$ cat src/rtl/mem_stage_ctl_if.sv
// Data-memory req/ack bus between the MEM-stage controller and the data memory.
interface mem_stage_ctl_if;
   logic        mem_req;
   logic        mem_we;
   logic [31:0] mem_addr;
   logic [31:0] mem_wdata;
   logic        mem_ack;
   logic [31:0] mem_rdata;

   modport master (
      output mem_req, mem_we, mem_addr, mem_wdata,
      input  mem_ack, mem_rdata
   );

   modport slave (
      input  mem_req, mem_we, mem_addr, mem_wdata,
      output mem_ack, mem_rdata
   );
endinterface

$ cat src/rtl/mem_stage_ctl.sv
// MEM stage controller: runs the data-memory access for the EX/MEM entry and fills MEM/WB.
// Optional misaligned-access trap is enabled by defining MEM_ALIGN_CHK_EN.
module mem_stage_ctl #(
   parameter int unsigned TIMEOUT_CYCLES = 16,
   parameter int unsigned CNT_W          = 8
) (
   input  logic                   clk,
   input  logic                   rst_n,
   input  logic                   in_valid,
   input  logic [1:0]             wb_ctlout,
   input  logic                   branch,
   input  logic                   memread,
   input  logic                   memwrite,
   input  logic [31:0]            add_result,
   input  logic                   zero,
   input  logic [31:0]            alu_result,
   input  logic [31:0]            rdata2out,
   input  logic [4:0]             five_bit_muxout,
   output logic                   stall,
   output logic                   pcsrc,
   output logic [31:0]            branch_target,
   mem_stage_ctl_if.master        mem,
   output logic                   wb_valid,
   output logic [1:0]             wb_ctl,
   output logic [31:0]            read_data,
   output logic [31:0]            mem_alu_result,
   output logic [4:0]             wb_reg,
   output logic                   bus_err
);

   typedef enum logic {S_IDLE, S_WAIT} state_t;

   localparam logic [CNT_W-1:0] TMO_LAST = CNT_W'(TIMEOUT_CYCLES - 1);

   state_t           state;
   logic [CNT_W-1:0] cnt;
   logic             acc;
   logic             misalign;
   logic [1:0]       lat_ctl;
   logic [31:0]      lat_alu;
   logic [4:0]       lat_reg;
   logic             lat_rd;

   assign acc           = in_valid & (memread | memwrite);
   assign pcsrc         = in_valid & branch & zero;
   assign branch_target = add_result;

`ifdef MEM_ALIGN_CHK_EN
   assign misalign = (alu_result[1:0] != 2'b00);
`else
   assign misalign = 1'b0;
`endif

   always_comb begin
      stall = 1'b0;
      if (state == S_IDLE) stall = acc & ~misalign;
      else                 stall = ~mem.mem_ack;
   end

   always_ff @(posedge clk or negedge rst_n) begin
      if (!rst_n) begin
         state          <= S_IDLE;
         cnt            <= '0;
         mem.mem_req    <= 1'b0;
         mem.mem_we     <= 1'b0;
         mem.mem_addr   <= '0;
         mem.mem_wdata  <= '0;
         wb_valid       <= 1'b0;
         wb_ctl         <= '0;
         read_data      <= '0;
         mem_alu_result <= '0;
         wb_reg         <= '0;
         bus_err        <= 1'b0;
         lat_ctl        <= '0;
         lat_alu        <= '0;
         lat_reg        <= '0;
         lat_rd         <= 1'b0;
      end else begin
         wb_valid <= 1'b0;
         bus_err  <= 1'b0;
         unique case (state)
            S_IDLE: begin
               if (in_valid && !acc) begin
                  wb_valid       <= 1'b1;
                  wb_ctl         <= wb_ctlout;
                  mem_alu_result <= alu_result;
                  wb_reg         <= five_bit_muxout;
                  read_data      <= '0;
               end else if (acc && misalign) begin
                  // trapped access: retire immediately with writeback suppressed
                  wb_valid       <= 1'b1;
                  bus_err        <= 1'b1;
                  wb_ctl         <= '0;
                  read_data      <= '0;
                  mem_alu_result <= alu_result;
                  wb_reg         <= five_bit_muxout;
               end else if (acc) begin
                  mem.mem_req   <= 1'b1;
                  mem.mem_we    <= memwrite;
                  mem.mem_addr  <= alu_result;
                  mem.mem_wdata <= rdata2out;
                  lat_ctl       <= wb_ctlout;
                  lat_alu       <= alu_result;
                  lat_reg       <= five_bit_muxout;
                  lat_rd        <= memread & ~memwrite;
                  cnt           <= '0;
                  state         <= S_WAIT;
               end
            end
            S_WAIT: begin
               if (mem.mem_ack) begin
                  mem.mem_req    <= 1'b0;
                  read_data      <= lat_rd ? mem.mem_rdata : '0;
                  wb_valid       <= 1'b1;
                  wb_ctl         <= lat_ctl;
                  mem_alu_result <= lat_alu;
                  wb_reg         <= lat_reg;
                  state          <= S_IDLE;
               end else if (cnt == TMO_LAST) begin
                  mem.mem_req    <= 1'b0;
                  bus_err        <= 1'b1;
                  wb_valid       <= 1'b1;
                  wb_ctl         <= '0;
                  read_data      <= '0;
                  mem_alu_result <= lat_alu;
                  wb_reg         <= lat_reg;
                  state          <= S_IDLE;
               end else begin
                  cnt <= cnt + CNT_W'(1);
               end
            end
            default: state <= S_IDLE;
         endcase
      end
   end

endmodule

$ cat src/flat_wrapper.sv
// flat-port wrapper written by rule: the top's interface ports become plain ports
module mem_stage_ctl_flat 
#(
   parameter int unsigned TIMEOUT_CYCLES = 16,
   parameter int unsigned CNT_W          = 8
)
  (clk, rst_n, in_valid, wb_ctlout, branch, memread, memwrite, add_result, zero, alu_result, rdata2out, five_bit_muxout, stall, pcsrc, branch_target, wb_valid, wb_ctl, read_data, mem_alu_result, wb_reg, bus_err, mem_mem_req, mem_mem_we, mem_mem_addr, mem_mem_wdata, mem_mem_ack, mem_mem_rdata);
  mem_stage_ctl_if mem_i ();
  input  logic clk;
  input  logic rst_n;
  input  logic in_valid;
  input  logic [1:0] wb_ctlout;
  input  logic branch;
  input  logic memread;
  input  logic memwrite;
  input  logic [31:0] add_result;
  input  logic zero;
  input  logic [31:0] alu_result;
  input  logic [31:0] rdata2out;
  input  logic [4:0] five_bit_muxout;
  output logic stall;
  output logic pcsrc;
  output logic [31:0] branch_target;
  output logic wb_valid;
  output logic [1:0] wb_ctl;
  output logic [31:0] read_data;
  output logic [31:0] mem_alu_result;
  output logic [4:0] wb_reg;
  output logic bus_err;
  output wire logic [$bits(mem_i.mem_req)-1:0] mem_mem_req;
  output wire logic [$bits(mem_i.mem_we)-1:0] mem_mem_we;
  output wire logic [$bits(mem_i.mem_addr)-1:0] mem_mem_addr;
  output wire logic [$bits(mem_i.mem_wdata)-1:0] mem_mem_wdata;
  input wire logic [$bits(mem_i.mem_ack)-1:0] mem_mem_ack;
  input wire logic [$bits(mem_i.mem_rdata)-1:0] mem_mem_rdata;
  assign mem_mem_req = mem_i.mem_req;
  assign mem_mem_we = mem_i.mem_we;
  assign mem_mem_addr = mem_i.mem_addr;
  assign mem_mem_wdata = mem_i.mem_wdata;
  assign mem_i.mem_ack = mem_mem_ack;
  assign mem_i.mem_rdata = mem_mem_rdata;
  mem_stage_ctl #(.TIMEOUT_CYCLES(TIMEOUT_CYCLES), .CNT_W(CNT_W)) u_core (.clk(clk), .rst_n(rst_n), .in_valid(in_valid), .wb_ctlout(wb_ctlout), .branch(branch), .memread(memread), .memwrite(memwrite), .add_result(add_result), .zero(zero), .alu_result(alu_result), .rdata2out(rdata2out), .five_bit_muxout(five_bit_muxout), .stall(stall), .pcsrc(pcsrc), .branch_target(branch_target), .mem(mem_i), .wb_valid(wb_valid), .wb_ctl(wb_ctl), .read_data(read_data), .mem_alu_result(mem_alu_result), .wb_reg(wb_reg), .bus_err(bus_err));
endmodule
$ cat config.mk
export PLATFORM = sky130hd
export DESIGN_NAME = mem_stage_ctl_flat
export DESIGN_NICKNAME = d
export VERILOG_FILES = /design/src/rtl/mem_stage_ctl_if.sv /design/src/rtl/mem_stage_ctl.sv /design/src/flat_wrapper.sv
export SDC_FILE = /design/constraint.sdc
export NUM_CORES = 1
export LEC_CHECK = 0
export ABC_CLOCK_PERIOD_IN_PS = 3150
export CAP_MARGIN = 30
export CORE_MARGIN = 4
export CORE_UTILIZATION = 30
export DETAILED_ROUTE_END_ITERATION = 8
export GPL_TIMING_DRIVEN = 0
export REMOVE_ABC_BUFFERS = 1
export SETUP_SLACK_MARGIN = 0.15
export SLEW_MARGIN = 20
export SYNTH_ARGS = -nofsm -noshare
export SYNTH_HDL_FRONTEND = slang
export SYNTH_SLANG_ARGS = --single-unit
$ cat constraint.sdc
create_clock -name clk -period 3.15 [get_ports clk]
set_input_delay 0.63 -clock clk [delete_from_list [all_inputs] [get_ports clk]]
set_output_delay 0.63 -clock clk [all_outputs]
set_load 0.05 [all_outputs]
==> After elaboration in Yosys (flattened, before gate mapping) <==
Cells that the tools add are included.
{ "op_classes": {"bitwise": 9, "n_mux": 39, "n_addsub": 1, "eq_ne": 7, "n_reduce_logical": 6} }
{ "ops": {"columns": ["cell", "count"], "rows": [
  ["two-way mux 32 bit", 7],
  ["one-hot mux 32 bit (2 select lines)", 2],
  ["two-way mux 8 bit", 4],
  ["one-hot mux 8 bit (2 select lines)", 1],
  ["two-way mux 5 bit", 3],
  ["two-way mux 1 bit", 13],
  ["one-hot mux 5 bit (2 select lines)", 1],
  ["adder 8 x 1 -> 8 bit (second input constant)", 1],
  ["== test 8 x 4 -> 1 bit (second input constant)", 1],
  ["!= test 2 bit (second input constant)", 4],
  ["one-hot mux 1 bit (2 select lines)", 4],
  ["two-way mux 2 bit", 3],
  ["AND reduction 3 bit", 2],
  ["AND 1 bit", 4],
  ["NOT 1 bit", 4],
  ["one-hot mux 2 bit (2 select lines)", 1],
  ["AND reduction 4 bit", 1],
  ["!= test 3 bit (second input constant)", 1],
  ["!= test 2 x 1 -> 1 bit (second input constant)", 1],
  ["AND reduction 2 bit", 1],
  ["logical AND 1 bit", 1],
  ["zero test 1 bit", 1],
  ["bitwise OR 1 bit", 1]
]} }
{ "totals": {"output_inout_bits": 173, "elab_cells": 77, "reg_bits": 156, "inputBits": 143} }

==> Depth between registers and ports, before layout <==
Gate-level depths: netlist of the first run.
{ "depth": {"depth_word": 6, "mapped_depth": 8, "ltp_nobuf": 5} }

==> Worst setup path after synthesis of the first run <==
No wires, ideal clock.
{ "synth_timing": {"path_type": "in2out", "start": "input port in_valid", "end": "output port stall", "required_ps": 2520, "path_buffers": 3, "slack_ps": 858, "arrival_time_ps": 1662, "stages": 6, "cell_sequence": "nor2b_1 > buf_6 > o21ai_2 > buf_2 > buf_2 > nand2_1"} }
{ "synth_via": {"elab_chain_len": 2} }
{ "synth_lines": {"columns": ["element", "line_no", "rtl"], "rows": [
  ["start, declared", "flat_wrapper.sv:11", "input logic in_valid;"],
  ["AND 1 bit", "mem_stage_ctl.sv:44", "assign acc = in_valid & (memread | memwrite);"],
  ["two-way mux 1 bit", "mem_stage_ctl.sv:56", "if (state == S_IDLE) stall = acc & ~misalign;"],
  ["end, declared", "flat_wrapper.sv:21", "output logic stall;"]
]} }
Every way passes these cells.

==> Worst setup path after layout of the first run <==
Same ends and word-level chain as after synthesis.

==> impl_metrics.toml, run 1 <==
[status]
status = "complete, no violations"

[place]
hpwl_microns = 13900
port_buffers = 251
placed_cell_area_sq_mm = 0.00916
gp_congestion = 0.758

[sta]
finalHoldViolCount = 0
slew_viol_final = 0
fin_crit_sh_pct = 92.0
fin_skew_ps = 14.2
rsz0062_at_grt = "no"
tightest_slew_ps = 669
slew_headroom_pct = 55.3
finalSetupViolations = 0
hold_slack_ps = 167
timing.fmax_ghz = 0.345
post-route-min-period_ps = 2900

[layout]
antenna_cells = 0
drive_gt1_share_pct = 7.81
nNetsFinal = 1002
area_delta_synth_final_pct = 50.0
postLayoutCellArea_sq_mm = 0.00978

[detailed_routing]
drt-total-wl_microns = 20100
wl_per_cell_microns = 17.6
postRouteAntennaNets = 0
drc = 0
vias = 5352
avgViaCountPerCell = 4.67
drt-initial-drc-count = 264
dr.pass1.iters = 4

[pwr]
leakage_nw = 4.38
finalPower_mw = 8.34
vdd_drop_max_mv = 0.344
p_per_area_mw_per_mm2 = 853

[critical_path]
r2r_cells = 5
cp-end-kind = "primary output"
crit_type = "input port to primary output"
crit_required_ps = 2520
cp.arrival_ps = 2270
worstPathMaxFanout = 20
worstSetupStartpointType = "input port"

[cts]
clkLatencyLatePin_ps = 420
htreeDepth = 4
cts-buffers-inserted = 17
tritoncts = "yes"
cts_sinks = 156
hold_buffers = 0
cts.reportedPaths.clkPinSlew_ps = 70
cts_root_buf = "clkbuf_16"
clock_path_buffers = 2

[synth]
synth_cell_types = 39
ys_seq_area_share_pct = 59.9
syn_area_sq_mm = 0.00652
async_flop_share_pct = 100
avgSynthCellArea_sq_um = 10.0
ys.flop_type = "dfrtp_1"
synth_edf_count = 0
netlist_instances = 650
synth-seq-cells = 156
yosys_warnings = 0

[grt]
grt_max_degree = 80
grt_overflow_total = 0
grtUsageTotal_pct = 16.5
grt_pass1_wl_microns = 31700
antenna_found_initial = 1
grt_pass1_vias = 5550

[worst_hold_path]
worst_hold_path_type = "input port to async pin"

[die]
fp.dieW_microns = 155
die_area_sq_mm = 0.0242
initial_core_util_pct = 30.7
ios = 316
fp.coreArea_sq_mm = 0.0212
rows = 53
die_h_microns = 155

[run]
max_cap_violations = 0
[area by class of cell]
type / count / area, sq um
well taps: 275 / 344
fillers: 2066 / 11400
repair buffers: 262 / 2780
flip-flops and latches: 156 / 3900
inverters: 2 / 7.51
clock inverters: 14 / 173
multi-input cells: 419 / 2150
clock buffers: 18 / 429
[kinds of logic (layout without fill, tap and decap cells)]
| family | Yosys count | after routing | share of synthesized area (%) |
|---|---|---|---|
| AOI/OAI and AO/OA | 87 | 87 | 9.84 |
| xor gates and xnor gates | 2 | 2 | 0.269 |
| adders and majority gates | 1 | 1 | 0.192 |
| buffers and inverters | 75 | 296 | 7.77 |
| DFF | 156 | 156 | 59.9 |
| muxes | 1 | 1 | 0.173 |
| and+or+nand+nor | 328 | 328 | 21.9 |
[synthesized netlist by cell type, types with 7 or more instances]
cell | count | area [sq um]
buf_2 | 17 | 85.1
clkbuf_1 | 14 | 52.6
nor3_2 | 11 | 110
dfrtp_1 | 156 | 3900
a22o_1 | 33 | 289
nand2_1 | 222 | 833
buf_6 | 7 | 78.8
buf_4 | 33 | 248
nor2_1 | 42 | 158
nor3_1 | 33 | 165
o22ai_1 | 39 | 244
[layout by cell type (no fill, tap or decap), types with 5 or more instances in the layout]
cell type	synthesis	final
clkdlybuf4s50_1	0	249
nand2_1	222	221
dfrtp_1	156	156
nor2_1	42	42
o22ai_1	39	39
a22o_1	33	33
nor3_1	33	33
clkbuf_16	0	17
nor3_2	11	11
buf_16	0	9
o21ai_0	5	5
[stage by stage]
stage / worst slack, ps / TNS (ps) / utilization, % / std cells
final: 253 / 0 / 46.1 / 1146
after global routing: 165 / 0 / 46.1 / 1146
after CTS: 165 / 0 / 46.0 / 1144
after detailed placement: -808 / -808 / 43.2 / 1112
after global placement: -5380 / -1165870 / 41.8 / 1103
after floorplan: -646 / -46190 / - / 577
[path summary, 6_finish.rpt]
kind	start	slack (ps)	endpoint
min in group clk	u_core.mem.mem_wdata[13]	470	u_core.mem.mem_wdata[13]
max	in_valid	250	stall
max in group asynchronous	rst_n	2170	u_core.mem_alu_result[19]
min	rst_n	170	u_core.mem.mem_addr[12]
max reg2reg	u_core.cnt[0]	1090	u_core.read_data[24]
min reg2reg	u_core.mem.mem_wdata[13]	470	u_core.mem.mem_wdata[13]
[worst max-delay path, cell delays in order]
cell	delay [ps]
clkdlybuf4s50_1	570
nor2b_4	270
o21ai_4	210
buf_16	230
nand2_1	60
buf_2	280
[timing repair]
action,4_1_cts,5_1_grt
endpoints found under the setup margin,1,1
buffers inserted,0,2
resized for setup,7,0
[metal layers]
layer  vias to the layer above  GRT usage, %  part of all wire, %
met3                        19          7.98                   11
met2                       262          23.9                   42
met1                      2517          22.5                   46
met5                         -             0                0.065
li1                       2552             -                    -
met4                         2          3.75                  1.0
[report_power, final]
| group | switching (mW) | internal (mW) |
|---|---|---|
| combinational | 2.25 | 1.20 |
| sequential | 0.304 | 2.47 |
| clock | 0.919 | 1.20 |
No activity file was read; power rests on OpenSTA's default activity.
==> run 2, diff against run 1 <==
- REMOVE_ABC_BUFFERS: 1 -> unset
- SLEW_MARGIN: 20 -> unset
==> run 2 against run 1 <==
Setup slack better by 29 ps. Critical path depth increased by 2. Power is 3.4% higher. Die area unchanged. Final cell count is 8.3% higher. Critical path type unchanged. Critical endpoint unchanged.
==> impl_metrics.toml, run 2 (synthesized netlist as in run 1, its figures left out) <==
[sta]
fin_skew_ps = 10.4
timing.fmax_ghz = 0.349
hold_slack_ps = 157
rsz0062_at_grt = "no"
tightest_slew_ps = 613
fin_crit_sh_pct = 91.0
post-route-min-period_ps = 2870
finalHoldViolCount = 0
finalSetupViolations = 0
fin_ws_ps = 282
slew_headroom_pct = 59.1
slew_viol_final = 0

[cts]
cts_root_buf = "clkbuf_16"
clkLatencyLatePin_ps = 420
htreeDepth = 4
cts.reportedPaths.clkPinSlew_ps = 70
clock_path_buffers = 2
cts-buffers-inserted = 17
cts_sinks = 156
post_cts_buffers = 0
tritoncts = "yes"

[detailed_routing]
drt-total-wl_microns = 20300
wl_per_cell_microns = 16.4
drc = 0
postRouteAntennaNets = 0
dr.pass1.iters = 4
drt-initial-drc-count = 311
vias = 5667
avgViaCountPerCell = 4.57

[die]
initial_core_util_pct = 30.7
fp.coreArea_sq_mm = 0.0212
die_area_sq_mm = 0.0242
fp.dieW_microns = 155
ios = 316
die_h_microns = 155
rows = 53

[layout]
nFillCells = 1996
nNetsFinal = 1097
final_cell_mix = "281 x clkdlybuf4s50_1, 222 x nand2_1, 156 x dfrtp_1"
drive_gt1_share_pct = 11.6
area_delta_synth_final_pct = 59.3
fin_cells = 1241
layout_commonest_cell = "clkdlybuf4s50_1"
antenna_cells = 0
fin_util_pct = 48.9

[pwr]
leakage_nw = 4.71
p_per_area_mw_per_mm2 = 830
vdd_drop_max_mv = 0.335

[run]
max_cap_violations = 0

[critical_path]
cp.arrival_ps = 2240
crit_type = "input port to primary output"
critical_path_buf_inv_count = 5
crit_required_ps = 2520
slowest_delay_ps = 510
worstPathMaxFanout = 10
worstSetupStartpointType = "input port"
crit_family = "buffers and inverters"
cp-end-kind = "primary output"
path_cells = "clkdlybuf4s50_1, nor2b_1, buf_6, o21ai_2, buf_6, clkbuf_4, nand2_1, clkbuf_4"
cp_slowest_cell = "clkdlybuf4s50_1"

[grt]
grt_pass1_vias = 5505
grt_overflow_total = 0
grt_pass1_wl_microns = 31600
grtUsageTotal_pct = 16.6
antenna_found_initial = 0
grt_max_degree = 85

[place]
gp_congestion = 0.752
hpwl_microns = 14900
place_inst = 1209
port_buffers = 283
dp_slack_ps = -405

[synth]
syn_nets = 794

[worst_hold_path]
worst_hold_path_type = "input port to async pin"

[status]
status = "complete, no violations"
[run 2: cell count changes in the layout (fill, tap and decap cells not counted), sizes merged]
cell | previous run | this run
inv | 10 | 6
clkdlybuf4s50 | 249 | 281
bufinv | 2 | 4
clkbuf | 18 | 37
clkinvlp | 2 | 1
buf | 13 | 60
[run 2: metal layers]
| layer | up-vias | GRT usage (%) | part of all wire [%] |
|---|---|---|---|
| met2 | 183 | 25.7 | 48 |
| met4 | 0 | 4.54 | 1.3 |
| li1 | 2749 | - | - |
| met3 | 19 | 4.90 | 7.2 |
| met1 | 2716 | 22.9 | 44 |
| met5 | - | 0 | 0 |
[run 2: what timing repair did]
action                     CTS  global route
setup endpoints to repair    1             1
hold buffers                 0             0
gates resized for setup      6             3
[run 2: final cells by class]
cell class              count  area [sq um]  area share, %
clock buffers              21           470           4.53
plain buffers              73           508           4.89
clock inverters            11           179           1.72
inverters                   2          7.51         0.0723
multi-input cells         419          2110           20.3
flip-flops and latches    156          3900           37.6
repair buffers            284          2860           27.6
well taps                 275           344           3.31
[run 2: worst paths after layout]
kind	from	to	slack (ps)	cells after the start
max in group asynchronous	rst_n	u_core.mem.mem_wdata[30]	2150	2
setup reg to reg	u_core.cnt[0]	u_core.wb_reg[3]	1240	7
hold reg to reg	u_core.mem.mem_wdata[30]	u_core.mem.mem_wdata[30]	470	2
setup / recovery	in_valid	stall	280	8
min in group clk	u_core.mem.mem_wdata[30]	u_core.mem.mem_wdata[30]	470	2
hold / removal	rst_n	u_core.read_data[27]	160	1
[run 2: through the flow]
stage | power (mW) | setup TNS (ps) | cell area (sq um)
2_1_floorplan | 5.04 | 0 | 6520
3_3_place_gp | 6.40 | -835240 | 9700
3_5_place_dp | 6.43 | -405 | 9730
4_1_cts | 8.74 | 0 | 10400
5_1_grt | 9.03 | 0 | 10400
6_report | 8.62 | 0 | 10400
[run 2: worst reg2reg max path, cell delays in order, from the launching register on]
cell and delay (ps):
dfrtp_1 420, ha_1 250, and4_1 180, a21oi_1 170, buf_2 280, buf_2 320, o22ai_1 120, nor2_1 110
[run 2: power by group]
part / internal, mW / total (mW) / switching (mW)
clock: 1.41 / 2.26 / 0.856
sequential: 2.47 / 2.77 / 0.298
combinational: 1.24 / 3.59 / 2.35
total: 5.12 / 8.62 / 3.50
